## src/rtl/lsa_mem_arbiter.sv

```systemverilog
// Purpose : shares one async-read memory between the lsa core (fixed priority) and a host/loader port.
// Latency : host access performed in the grant cycle, host_ack one cycle later; core path is combinational.
// Backpres: the core is never stalled; host_req waits (held high) while the core is active, up to one access per 2 cycles.
//
// Ports:
//   clock_in, reset_in             - clock (rising edge) and asynchronous active-low reset
//   core_oe/we/add/wdata, core_rdata - core memory port (rdata is mem_rdata passed through)
//   core_reset_n, halted           - core reset output driven from the run register and its inverse
//   host_req/we/add/wdata          - host request, held until host_ack
//   host_ack, host_rdata           - completion pulse and registered read data
//   host_halt                      - level request to hold the core in reset
//   host_starved                   - host request pending for STARVE_LIMIT cycles
//   mem_oe/we/add/wdata, mem_rdata - shared memory port
//
// Optional feature macro: LSA_ARB_STARVE_EN builds the starvation counter; otherwise host_starved is 0.
module lsa_mem_arbiter #(
    parameter int STARVE_LIMIT = 64
) (
    input  logic        clock_in,
    input  logic        reset_in,
    input  logic        core_oe,
    input  logic        core_we,
    input  logic [15:0] core_add,
    input  logic [15:0] core_wdata,
    output logic [15:0] core_rdata,
    output logic        core_reset_n,
    input  logic        host_req,
    input  logic        host_we,
    input  logic [15:0] host_add,
    input  logic [15:0] host_wdata,
    output logic        host_ack,
    output logic [15:0] host_rdata,
    input  logic        host_halt,
    output logic        halted,
    output logic        host_starved,
    output logic        mem_oe,
    output logic        mem_we,
    output logic [15:0] mem_add,
    output logic [15:0] mem_wdata,
    input  logic [15:0] mem_rdata
);

    localparam logic [7:0] LIMIT = 8'(STARVE_LIMIT);

    typedef enum logic {
        H_IDLE = 1'b0,
        H_ACK  = 1'b1
    } host_state_t;

    host_state_t state, state_nxt;
    logic        core_run;
    logic        core_active;
    logic        grant;

    // Run register: halt requests reach the core reset one edge later.
    always_ff @(posedge clock_in or negedge reset_in) begin
        if (!reset_in) core_run <= 1'b0;
        else           core_run <= ~host_halt;
    end

    assign core_reset_n = core_run;
    assign halted       = ~core_run;

    // A core held in reset still drives its strobes, so they are masked here.
    assign core_active = core_run & (core_oe | core_we);

    assign grant = (state == H_IDLE) & host_req & ~core_active;

    always_ff @(posedge clock_in or negedge reset_in) begin
        if (!reset_in) state <= H_IDLE;
        else           state <= state_nxt;
    end

    always_comb begin
        state_nxt = state;
        host_ack  = 1'b0;
        case (state)
            H_IDLE: if (grant) state_nxt = H_ACK;
            H_ACK: begin
                host_ack  = 1'b1;
                state_nxt = H_IDLE;
            end
            default: state_nxt = H_IDLE;
        endcase
    end

    // Capture read data at the closing edge of a read grant; hold otherwise.
    always_ff @(posedge clock_in or negedge reset_in) begin
        if (!reset_in)              host_rdata <= 16'h0000;
        else if (grant && !host_we) host_rdata <= mem_rdata;
    end

    // Memory mux: core first, then a granted host, else idle bus.
    always_comb begin
        mem_oe    = 1'b0;
        mem_we    = 1'b0;
        mem_add   = 16'h0000;
        mem_wdata = 16'h0000;
        if (core_active) begin
            mem_oe    = core_oe;
            mem_we    = core_we;
            mem_add   = core_add;
            mem_wdata = core_wdata;
        end else if (grant) begin
            mem_oe    = ~host_we;
            mem_we    = host_we;
            mem_add   = host_add;
            mem_wdata = host_wdata;
        end
    end

    assign core_rdata = mem_rdata;

`ifdef LSA_ARB_STARVE_EN
    logic [7:0] starve_cnt;

    // Counts H_IDLE cycles with a pending but ungranted request; saturates at the limit.
    always_ff @(posedge clock_in or negedge reset_in) begin
        if (!reset_in) begin
            starve_cnt <= 8'd0;
        end else if (grant) begin
            starve_cnt <= 8'd0;
        end else if ((state == H_IDLE) && host_req && (starve_cnt != LIMIT)) begin
            starve_cnt <= starve_cnt + 8'd1;
        end
    end

    assign host_starved = (starve_cnt == LIMIT);
`else
    logic unused_limit;
    assign unused_limit = ^LIMIT;
    assign host_starved = 1'b0;
`endif

endmodule

```

## config.mk

```make
export PLATFORM = sky130hd
export DESIGN_NAME = lsa_mem_arbiter
export DESIGN_NICKNAME = d
export VERILOG_FILES = /design/src/rtl/lsa_mem_arbiter.sv
export SDC_FILE = /design/constraint.sdc
export NUM_CORES = 1
export LEC_CHECK = 0
export ABC_CLOCK_PERIOD_IN_PS = 3700
export CELL_PAD_IN_SITES_DETAIL_PLACEMENT = 0
export CELL_PAD_IN_SITES_GLOBAL_PLACEMENT = 1
export CORE_ASPECT_RATIO = 1.75
export CORE_MARGIN = 2
export CORE_UTILIZATION = 18
export CTS_CLUSTER_SIZE = 28
export DETAILED_ROUTE_END_ITERATION = 12
export PLACE_DENSITY_LB_ADDON = 0.1
export RECOVER_POWER = 25
export SETUP_SLACK_MARGIN = 0.5
export SYNTH_ARGS = -nofsm -noshare
export SYNTH_HDL_FRONTEND = slang
export SYNTH_SLANG_ARGS = --single-unit
```

## constraint.sdc

```tcl
create_clock -name clock_in -period 3.7 [get_ports clock_in]
set_input_delay 0.74 -clock clock_in [delete_from_list [all_inputs] [get_ports clock_in]]
set_output_delay 0.74 -clock clock_in [all_outputs]
set_load 0.05 [all_outputs]
```

== After elaboration in Yosys (flattened, before gate mapping) ==
Index checks and enable logic that the tools add are counted.
Storage, ports and cells
  bits in registers: 18
  word-level logic and storage cells: 25
Cells by class
  reductions and logical operators: 2
  bitwise logic cells: 9
  mux-type cells: 11
Operators with widths (count)
  2-to-1 mux 16 bit: 4
  2-to-1 mux 1 bit: 6
  NOT 1 bit: 5
  bitwise AND 1 bit: 3
  case mux 1 bit (2 select lines): 1
  logical AND 1 bit: 1
  zero test 1 bit: 1
  OR 1 bit: 1

== Longest topological paths before layout ==
Gate-level depths: netlist (run 1).
  depth after elaboration: 6
  depth in mapped cells: 6
  gate-level depth less buffers: 3

== Worst setup path after synthesis (run 1) ==
Ideal clock, no wire load.
  path kind: input-to-output
  start: input port core_we
  end: output port mem_oe
  data required time: 2.960 ns
  path slack: 0.822 ns
  cell stages on the path: 6
  buffers on the path: 3
  data arrival time: 2.138 ns
  cell sequence: o21a_1 > buf_6 > or4b_4 > buf_6 > buf_12 > nand2_1
Between the ends
  longest elaborated chain between the ends: 6
RTL lines
  from (decl): RTL line 22  | input logic core_we,
  OR 1 bit *: RTL line 65  | assign core_active = core_run & (core_oe | core_we);
  bitwise AND 1 bit *: RTL line 65
  NOT 1 bit: RTL line 67  | assign grant = (state == H_IDLE) & host_req & ~core_active;
  bitwise AND 1 bit: RTL line 67
  2-to-1 mux 1 bit: RTL line 104  | end else if (grant) begin
  2-to-1 mux 1 bit *: RTL line 99  | if (core_active) begin
  to (decl): RTL line 36  | output logic mem_oe,
Mark *: on every way between the ends. The rest lies on a longest branch, timed or not.

== Final worst setup path (run 1) ==
  start: input port core_oe
  end: output port mem_oe
Between the ends
  longest elaborated chain between the ends: 6
RTL lines
  from (decl): RTL line 21  | input logic core_oe,
  OR 1 bit: RTL line 65
  bitwise AND 1 bit: RTL line 65
  NOT 1 bit: RTL line 67
  bitwise AND 1 bit: RTL line 67
  2-to-1 mux 1 bit: RTL line 104
  2-to-1 mux 1 bit *: RTL line 99
Marked as above.

==> out/metrics.cfg, run 1 <==
[placement]
gp_congestion = 0.779
port_buffers = 155

[global_routing]
antenna_found_initial = 0
track_usage = 0.126
top_usage_layer = met2
grtUsageMet2 = 0.236
grt_pass1_vias = 1470
grt_max_degree = 35
grt_remaining_overflow = 0
grt_first_pass_wirelength_mm = 7.23
met1_usage = 0.115
use_met3 = 0.0667

[worst_setup_path]
max_stage_delay_ns = 0.66
cp.required_ns = 2.96
cp_slowest_cell = or4b_4
criticalPathCategory = primary input to output pin
crit_chain = clkdlybuf4s50_1 -> o21a_1 -> or4b_4 -> nand2_1 -> buf_12
cp.arrival_ns = 2.38
cp_max_fo = 17
worst_setup_path_end_kind = output pin
start_kind = primary input

[floorplan]
die_y_microns = 112
start_util = 0.185
die_area_sq_um = 7350
rows = 39
fp.dieW_microns = 65.7
io_pins = 157
fp.coreArea_sq_um = 6490

[clock_tree]
cts.clk_slew.worst_paths_ns = 0.05
cts_root_buf = clkbuf_16
post_cts_resized = 0
tritoncts = built
cts_made_buffers = 3
cts.sinks = 18
cts_setup_buffers = 0
cts_buffer_depth = 2
htree_levels = 1
clock_latency_ns = 0.24
cts_hold_buf = 0

[timing]
finalWorstPathRequiredPeriod_ns = 3.12
min_period_over_period = 0.844
rsz0062_at_grt = false
setup_viol = 0
finClkSkew_ns = 0.00384
final_hold_viol_count = 0
maxSlewViolCount = 0
worstMarginPinSlew_ns = 0.837
relSlewSlack = 0.440
fin_setup_tns_ns = 0
max_freq_mhz = 320

[detailed_routing]
first_pass_iters = 2
drc = 0
drt_wl_total_mm = 4.69
ant_nets = 0
wl_per_cell_microns = 14.8
vias_per_cell = 4.19
num_vias = 1333
dr.first_iter.drc_count = 15

[finish]
syn_to_final_growth_pct = 159
n_antenna_cell = 0
post-route-util = 0.479
nets = 324
layout-drive-gt1-share = 0.246

[synthesis]
netlist_area_sq_um = 1200
ys_seq_area_frac = 0.376
synth_cell_types = 14
ys_ff_latch = 18
synthesis.nets = 188
yosys_warnings = 0
postSynthAreaPerCell_sq_um = 11.9
syn_inst = 101

[power_and_ir_drop]
powerDensity_nw_per_um2 = 402
p_leak_uw = 0.00131
vdd_ir_drop_max_mv = 0.171

[job]
maxCapViolCount = 0

[min_path]
hold_path_class = flop to flop

[status]
status = completed

-- metal layers --
metal | share of wire | up-vias
met3 | 0.15 | 6
met4 | 0.018 | 0
met5 | 0 | -
met1 | 0.30 | 581
li1 | - | 635
met2 | 0.53 | 111
-- through the flow --
step           cell area [sq um]  hold slack, ns  cells  power (uW)  worst slack (ns)
3_3_place_gp                3020           0.488    314        1030             0.574
2_1_floorplan               1200           0.444    101         683             0.822
3_5_place_dp                3020           0.491    314        1030             0.560
6_report                    3110           0.497    318        1250             0.577
4_1_cts                     3110           0.506    318        1270             0.560
5_1_grt                     3110           0.518    318        1300             0.510
-- state kept, by name (all words and copies together) (netlist names) --
register	count
host_rdata	16
core_reset_n	1
state	1
-- final cells by class --
class                      count  area, sq um
clock buffer                   4         88.8
fill                         583         3380
multi-input combinational     55          554
sequential                    18          450
inverter                       2         7.51
tap                           82          103
timing repair buffer         157         1910
-- placed cells by master (no fill, tap or decap), types with 2 or more instances in the layout --
master	n
clkdlybuf4s50_1	113
buf_12	34
a22o_1	33
dfrtp_1	18
mux2_4	9
dlygate4sd3_1	8
mux2_2	7
clkbuf_16	3
inv_1	2
nand2_1	2
buf_4	2
-- report_power, final --
group          leakage (uW)  internal [uW]  total, uW  switching, uW
clock             0.0000442            164        233           68.9
sequential         0.000214            239        259           20.3
combinational       0.00106            346        758            412
total               0.00131            749       1250            501
-- final timing paths --
kind                       depth (start not counted)            end  slack (ns)           from
max                                                5         mem_oe        0.58        core_oe
min                                                1  host_rdata[0]        0.50  host_rdata[0]
max reg2reg                                        3  host_rdata[4]        1.98   core_reset_n
min reg2reg                                        1  host_rdata[0]        0.50  host_rdata[0]
max in group asynchronous                          1  host_rdata[5]        2.14       reset_in
min in group asynchronous                          1          state        1.05       reset_in
-- cell families after synthesis --
family / count (synthesis) / share of synthesized area
AOI/OAI and AO/OA: 34 / 0.247
buffers and inverters: 28 / 0.167
DFF: 18 / 0.376
muxes: 16 / 0.179
and+or+nand+nor: 4 / 0.0282
other: 1 / 0.00313
-- cells in the mapped netlist --
library cell | number | area share
buf_4 | 17 | 0.11
clkbuf_1 | 6 | 0.019
dfrtp_1 | 18 | 0.38
buf_12 | 1 | 0.017
o21a_1 | 1 | 0.0063
nand2_1 | 2 | 0.0063
mux2_2 | 7 | 0.066
or4b_4 | 1 | 0.011
a22o_1 | 33 | 0.24
buf_6 | 2 | 0.019
mux2_4 | 9 | 0.11
conb_1 | 1 | 0.0031
nor3b_2 | 1 | 0.010
inv_1 | 2 | 0.0063
-- worst max-delay path, delay by kind of cell --
kind / cells / cell delay, ns
AO/OA/AOI/OAI: 1 / 0.23
buffers and inverters: 2 / 0.58
AND/OR/NAND/NOR: 2 / 0.83
Power figures use the tool's default switching activity.
==> run 2: changes to the inputs <==
--- a/config.mk
+++ b/config.mk
@@ -5,12 +5,12 @@
 export SDC_FILE = /design/constraint.sdc
 export NUM_CORES = 1
 export LEC_CHECK = 0
-export ABC_CLOCK_PERIOD_IN_PS = 3700
+export ABC_CLOCK_PERIOD_IN_PS = 3100
 export CELL_PAD_IN_SITES_DETAIL_PLACEMENT = 0
 export CELL_PAD_IN_SITES_GLOBAL_PLACEMENT = 1
 export CORE_ASPECT_RATIO = 1.75
 export CORE_MARGIN = 2
-export CORE_UTILIZATION = 18
+export CORE_UTILIZATION = 16
 export CTS_CLUSTER_SIZE = 28
 export DETAILED_ROUTE_END_ITERATION = 12
 export PLACE_DENSITY_LB_ADDON = 0.1
==> constraint.sdc (replaced) <==
create_clock -name clock_in -period 3.1 [get_ports clock_in]
set_input_delay 0.62 -clock clock_in [delete_from_list [all_inputs] [get_ports clock_in]]
set_output_delay 0.62 -clock clock_in [all_outputs]
set_load 0.05 [all_outputs]
==> out/metrics.cfg, run 2 (synthesized netlist as in run 1, its figures left out) <==
[finish]
layout_commonest_cell = clkdlybuf4s50_1
layout-drive-gt1-share = 0.403
nets = 336
syn_to_final_growth_pct = 190
fill_cells = 662
regMostFlops = host_rdata
mostFrequentLayoutCells = clkdlybuf4s50_1, buf_12, a22o_4
largest_reg_flops = 16
n_antenna_cell = 0
stdcell_count = 334

[floorplan]
die_y_microns = 119
fp.coreArea_sq_um = 7230
start_util = 0.166
rows = 41
fp.dieW_microns = 69.4
io_pins = 157
die_area_sq_um = 8230

[detailed_routing]
drc = 0
wl_per_cell_microns = 16.4
num_vias = 1445
dr.first_iter.drc_count = 47
ant_nets = 0
drt_wl_total_mm = 5.49
first_pass_iters = 2
vias_per_cell = 4.33

[timing]
final_hold_viol_count = 0
relSlewSlack = 0.211
maxSlewViolCount = 0
finClkSkew_ns = 0.00160
worstMarginPinSlew_ns = 1.18
min_period_over_period = 0.839
max_freq_mhz = 384
fin_setup_tns_ns = 0
rsz0062_at_grt = false
setup_viol = 0
finalWorstPathRequiredPeriod_ns = 2.60

[min_path]
min_from = host_rdata[10]
holdPathStages = 1
holdPathEnd = host_rdata[10]
hold_path_class = flop to flop

[power_and_ir_drop]
power.switching_uw = 626
p_sw_frac = 0.396
power_frac_comb = 0.625
seqPwrFrac = 0.196
power_frac_clock = 0.179
p_int_uw = 954
powerDensity_nw_per_um2 = 455
p_leak_uw = 0.00150
vdd_ir_drop_max_mv = 0.161

[worst_setup_path]
crit_chain = clkbuf_2 -> o21a_1 -> nor3b_1 -> buf_4 -> buf_6 -> bufbuf_16 -> a22o_4 -> buf_12
cp_num_cells = 8
cp.required_ns = 2.48
cp.arrival_ns = 1.98
criticalPathCategory = primary input to output pin
path_delay_family = buffers and inverters
r2r_setup_slack_ns = 0.82
cp_num_buf_inv = 5
r2r-start = core_reset_n
worst_setup_path_end_kind = output pin
r2r_end = host_rdata[15]
start_kind = primary input
cp_slowest_cell = nor3b_1
ff2ff_path_depth = 5
max_stage_delay_ns = 0.28
cp_max_fo = 4

[placement]
dp.cells = 319
port_buffers = 155
gp_congestion = 0.754
hpwlAfterDp_mm = 4.15

[clock_tree]
cts.clk_slew.worst_paths_ns = 0.05
cts_hold_buf = 0
cts_root_buf = clkbuf_16
cts_made_buffers = 3
htree_levels = 1
cts.sinks = 18
tritoncts = built
cts_buffer_depth = 2
clock_latency_ns = 0.25

[global_routing]
grt_pass1_vias = 1683
grt_first_pass_wirelength_mm = 9.10
grt_remaining_overflow = 0
track_usage = 0.139
antenna_found_initial = 0
grt_max_degree = 33

[job]
maxCapViolCount = 0

[status]
status = completed

run 2: cell types whose count changed in the layout (fill, tap and decap cells not counted), moves of 3 or more:
| cell | change |
|---|---|
| a22o_4 | +19 |
| a22o_2 | +10 |
| a22o_1 | -29 |
| buf_16 | +3 |
| buf_6 | +4 |
run 2: routing by layer:
layer / vias up / GRT usage / wire, microns
met5: - / 0 / 0
met4: 0 / 0.0331 / 27
met3: 2 / 0.0512 / 630
met2: 102 / 0.266 / 3120
met1: 678 / 0.138 / 1720
li1: 663 / - / -
run 2: final cells by class:
class | instances | area, sq um | area share
Multi-Input combinational cell | 55 | 724 | 0.209
Timing Repair Buffer | 169 | 2090 | 0.603
Clock buffer | 4 | 88.8 | 0.0256
Inverter | 2 | 7.51 | 0.00216
Tap cell | 86 | 108 | 0.0310
Sequential cell | 18 | 450 | 0.130
run 2: power by group through the flow:
stage	Combinational (uW)	Clock, uW	Sequential [uW]
after floorplan	331	0	492
after global placement	931	0	314
after detailed placement	934	0	313
after CTS	999	292	311
after global routing	1020	303	319
final	987	283	309
run 2: worst max path at each step:
stage / start / endpoint / slack, ns
after global placement: core_we / mem_add[15] / 0.38
final: core_we / mem_wdata[12] / 0.50
after detailed placement: core_we / mem_wdata[15] / 0.35
after floorplan: core_we / mem_oe / 0.59
after CTS: core_oe / mem_wdata[12] / 0.47
after global routing: core_we / mem_add[7] / 0.42
run 2: timing repair:
action                     in CTS  in global routing
resized for setup              27                  6
pin swaps                       4                  2
setup endpoints to repair      33                 33
buffers inserted                7                  0
gates cloned                    4                  0
run 2: through the flow:
step	hold slack (ns)	instance area [sq um]	total power, uW	setup WS [ns]	util
after global placement	0.486	3090	1240	0.381	0.427
final	0.492	3470	1580	0.499	0.480
after CTS	0.504	3470	1600	0.465	0.480
after detailed placement	0.492	3090	1250	0.351	0.427
after floorplan	0.324	1240	824	0.593	-
after global routing	0.525	3470	1650	0.417	0.480
==> run 3: changes to the inputs <==
--- a/config.mk
+++ b/config.mk
@@ -5,12 +5,12 @@
 export SDC_FILE = /design/constraint.sdc
 export NUM_CORES = 1
 export LEC_CHECK = 0
-export ABC_CLOCK_PERIOD_IN_PS = 3100
+export ABC_CLOCK_PERIOD_IN_PS = 2200
 export CELL_PAD_IN_SITES_DETAIL_PLACEMENT = 0
 export CELL_PAD_IN_SITES_GLOBAL_PLACEMENT = 1
 export CORE_ASPECT_RATIO = 1.75
 export CORE_MARGIN = 2
-export CORE_UTILIZATION = 16
+export CORE_UTILIZATION = 15
 export CTS_CLUSTER_SIZE = 28
 export DETAILED_ROUTE_END_ITERATION = 12
 export PLACE_DENSITY_LB_ADDON = 0.1
==> constraint.sdc (replaced) <==
create_clock -name clock_in -period 2.2 [get_ports clock_in]
set_input_delay 0.44 -clock clock_in [delete_from_list [all_inputs] [get_ports clock_in]]
set_output_delay 0.44 -clock clock_in [all_outputs]
set_load 0.05 [all_outputs]
==> out/metrics.cfg, run 3 (synthesized netlist as in run 1, its figures left out) <==
[power_and_ir_drop]
p_sw_frac = 0.398
p_leak_uw = 0.00173
power_frac_comb = 0.635
power_frac_clock = 0.173
vdd_ir_drop_max_mv = 0.225
p_int_uw = 1360
seqPwrFrac = 0.192
powerDensity_nw_per_um2 = 591
power.switching_uw = 904

[worst_setup_path]
cp.arrival_ns = 1.67
cp-startpoint = core_reset_n
ff2ff_path_depth = 6
cp_max_fo = 3
worst_setup_path_end_kind = output pin
endpoint = mem_oe
r2r_end = host_rdata[3]
cp.required_ns = 1.76
start_kind = flop
r2r_setup_slack_ns = 0.13
criticalPathCategory = flop to output pin
r2r-start = core_reset_n

[timing]
setup_viol = 0
min_period_over_period = 0.960
layout_setup_ws_ns = 0.0887
final_hold_viol_count = 0
max_freq_mhz = 474
finalWorstPathRequiredPeriod_ns = 2.11
maxSlewViolCount = 0
finClkSkew_ns = 0.00328
rsz0062_at_grt = true
worstMarginPinSlew_ns = 0.990
hold_slack_ns = 0.496
relSlewSlack = 0.340

[clock_tree]
clock_latency_ns = 0.24
cts_root_buf = clkbuf_16
cts.sinks = 18
tritoncts = built
cts.clk_slew.worst_paths_ns = 0.05
cts_buffer_depth = 2
cts_hold_buf = 0
cts_made_buffers = 3
htree_levels = 1

[floorplan]
io_pins = 157
die_y_microns = 122
start_util = 0.153
rows = 43
die_area_sq_um = 8750
fp.dieW_microns = 71.6
fp.coreArea_sq_um = 7860

[finish]
mostFrequentLayoutCells = clkdlybuf4s50_1, buf_12, a22o_4
layout_commonest_cell = clkdlybuf4s50_1
nets = 342
layout-drive-gt1-share = 0.516
n_antenna_cell = 0
largest_reg_flops = 16
post-route-util = 0.488
syn_to_final_growth_pct = 220
regMostFlops = host_rdata

[job]
maxCapViolCount = 0

[placement]
port_buffers = 155
hpwlAfterDp_mm = 4.53
gp_congestion = 0.699
post-place-ws_ns = -0.207

[global_routing]
antenna_found_initial = 0
grt_first_pass_wirelength_mm = 9.00
grt_remaining_overflow = 0
grt_max_degree = 28
grt_pass1_vias = 1740
track_usage = 0.133

[detailed_routing]
vias_per_cell = 4.24
drc = 0
dr.first_iter.drc_count = 17
drt_wl_total_mm = 5.71
first_pass_iters = 2
wl_per_cell_microns = 16.6
num_vias = 1459
ant_nets = 0

[status]
status = completed

[min_path]
hold_path_class = flop to flop

## run 3: cell type report
class | instances | area, sq um
multi-input combinational | 55 | 867
tap | 90 | 113
clock buffer | 4 | 88.8
timing repair buffer | 175 | 2310
inverter | 2 | 7.51
sequential | 18 | 452
fill | 688 | 4020
## run 3: power groups by stage
stage | Combinational, uW | Clock, uW | Sequential, uW
2_1_floorplan | 531 | 0 | 694
3_3_place_gp | 1430 | 0 | 443
3_5_place_dp | 1430 | 0 | 445
4_1_cts | 1450 | 406 | 436
5_1_grt | 1500 | 421 | 447
6_report | 1440 | 393 | 435
## run 3: worst max-delay path, stage by stage (launching register included)
cell and delay, ns:
dfrtp_2 0.42, o21a_4 0.14, buf_6 0.11, or4b_4 0.53, nand2_8 0.09, buf_12 0.13
## run 3: how the worst min path moves through the flow
stage | startpoint | to | depth (start not counted) | slack, ns
global route | host_rdata[10] | host_rdata[10] | 1 | 0.51
global placement | host_rdata[10] | host_rdata[10] | 1 | 0.49
CTS | host_rdata[11] | host_rdata[11] | 1 | 0.50
detailed placement | host_rdata[15] | host_rdata[15] | 1 | 0.49
finish | host_rdata[11] | host_rdata[11] | 1 | 0.50
floorplan | reset_in | core_reset_n | 0 | 0.14
## run 3: timing repair
action / CTS / global route
endpoints found under the setup margin: 69 / 52
gates resized for setup: 52 / 5
pin swaps: 5 / 4
buffers inserted: 8 / 1
gates cloned: 3 / 1
## run 3: per-layer routing
metal	track usage	wire, microns	vias up
met2	0.250	3070	117
met1	0.128	1760	660
met5	0	0	-
li1	-	-	678
met3	0.0632	772	4
met4	0.0318	102	0
## run 3: per-stage QoR
| step | instance area, sq um | total power (uW) | TNS [ns] | std cells |
|---|---|---|---|---|
| after floorplan | 1490 | 1220 | 0 | 101 |
| after global placement | 3520 | 1880 | -8.11 | 327 |
| after detailed placement | 3520 | 1880 | -8.24 | 327 |
| after CTS | 3810 | 2290 | 0 | 342 |
| after global routing | 3830 | 2360 | 0 | 344 |
| final | 3830 | 2270 | 0 | 344 |
==> patch: new RTL, settings of run 2 <==
Build with the macro `LSA_ARB_STARVE_EN` defined.
--- a/src/rtl/lsa_mem_arbiter.sv
+++ b/src/rtl/lsa_mem_arbiter.sv
@@ -15,2 +15,4 @@
 // Optional feature macro: LSA_ARB_STARVE_EN builds the starvation counter; otherwise host_starved is 0.
+`define LSA_ARB_STARVE_EN
+
 module lsa_mem_arbiter #(
Formal check against the unedited RTL: same outputs for any inputs over 10 cycles, from zero or initial values and one cycle with reset_in low; that may be too few to reach the edited logic, so the function may still have changed.
==> patch against run 2 <==
Sequential cell count rose by 8. Critical path depth fell by 1. Setup slack got worse by 0.036 ns. Total power rose by 16%. Sequential share of layout area rose by 4.0 points. Synthesized area rose by 39%. Sequential power rose by 42%. Via count rose by 24%. Wire length rose by 25%. Maximum frequency fell by 1.4%. First-iteration DRC count fell by 11%. Design area rose by 11%. Critical endpoint is now mem_wdata[10].
==> patch: results (changes against run 2) <==
[outcome]
status=finished, final reports clean

[place]
numPortBuffers=156  ; +0.65%
dp_hpwl_mm=5.524  ; +33%
gp_congestion=0.7218  ; -4.3%
dpl_cell_area_sq_um=3593  ; +16%
pre_cts_ws_ns=0.2700  ; -0.08099 ns

[worst_setup_path]
worstRegToRegCells=6  ; +1
startpoint=host_req
path_max_fanout=18  ; +14
slowest_delay_ns=0.46  ; +0.18 ns
reg2reg_to=host_rdata[6]
endpoint=mem_wdata[10]

[synthesis]
synth_area_per_cell_sq_um=11.16  ; -6.0%
synthTopCellsByArea=dfrtp_1 39%, a22o_1 17%, buf_4 8.6%, mux2_4 8.1%, mux2_2 4.7%
yosysSeqAreaShare_pct=39.13  ; +1.5 points
syn_nets=238  ; +27%
synthTopCellsByCount=32 x a22o_1, 26 x dfrtp_1, 19 x buf_4

[power_and_ir_drop]
swShare_pct=38.43  ; -1.2 points
power.leakage_uw=0.001613  ; +7.6%
power_density_nw_per_um2=477.2  ; +4.9%
ir_worst_vdd_uv=228.4  ; +42%
power_frac_seq_pct=24.0  ; +4.4 points

[sta]
finalHoldWorstSlack_ns=0.5098  ; +0.01756 ns
fin_crit_ns=2.637  ; +0.03585 ns
clock_skew_ns=0.003120  ; +0.001521 ns
relSlewSlack_pct=3.343  ; -18 points

[clocking]
cts_resized=15  ; -44%
postCtsSetupRepairBufs=1  ; -6
path_clk_slew_ns=0.07  ; +0.02 ns
clock_latency_ns=0.27  ; +0.02 ns

[min_path]
min_to=host_rdata[4]

[finish]
finalNetCount=383  ; +14%

[route]
wl_mm=6.850  ; +25%
first_iter_violations=42  ; -11%

[global_route]
grt_max_degree=36  ; +9.1%
grt_pass1_wl_mm=10.23  ; +12%
first_global_vias=2024  ; +20%

==> patch: cell types whose count changed in the layout (fill, tap and decap cells not counted), moves of 6 or more <==
cell                    run 2  this run
a22o_4                     19        10
a22o_2                     10         1
dfrtp_1                    18        26
a22o_1                      4        22
clkdlybuf4s50_1           111       117
==> patch: routing by layer <==
metal  GRT usage (%)  up-vias  wire length [um]
li1                -      830                 -
met1           10.80      810              2152
met2           22.31      142              3613
met3           5.534        9               970
met4           4.282        0               113
met5               0        -                 0
==> patch: cells by family after synthesis <==
kind of cell | share of synthesized area, %
buffers and inverters | 12.64
AND/OR/NAND/NOR | 9.029
XOR/XNOR | 1.054
adder cells (fa/ha/maj) | 1.505
AO/OA/AOI/OAI | 23.78
multiplexers | 12.87
flip-flops | 39.13
==> patch: layout make-up <==
type,instances,area [sq um]
Sequential cell,26,650.6
Multi-Input combinational cell,92,889.6
Timing Repair Buffer,165,2009
Fill cell,1055,6336
Inverter,6,27.53
Tap cell,127,158.9
Clock buffer,3,75.07
Clock inverter,1,30.03
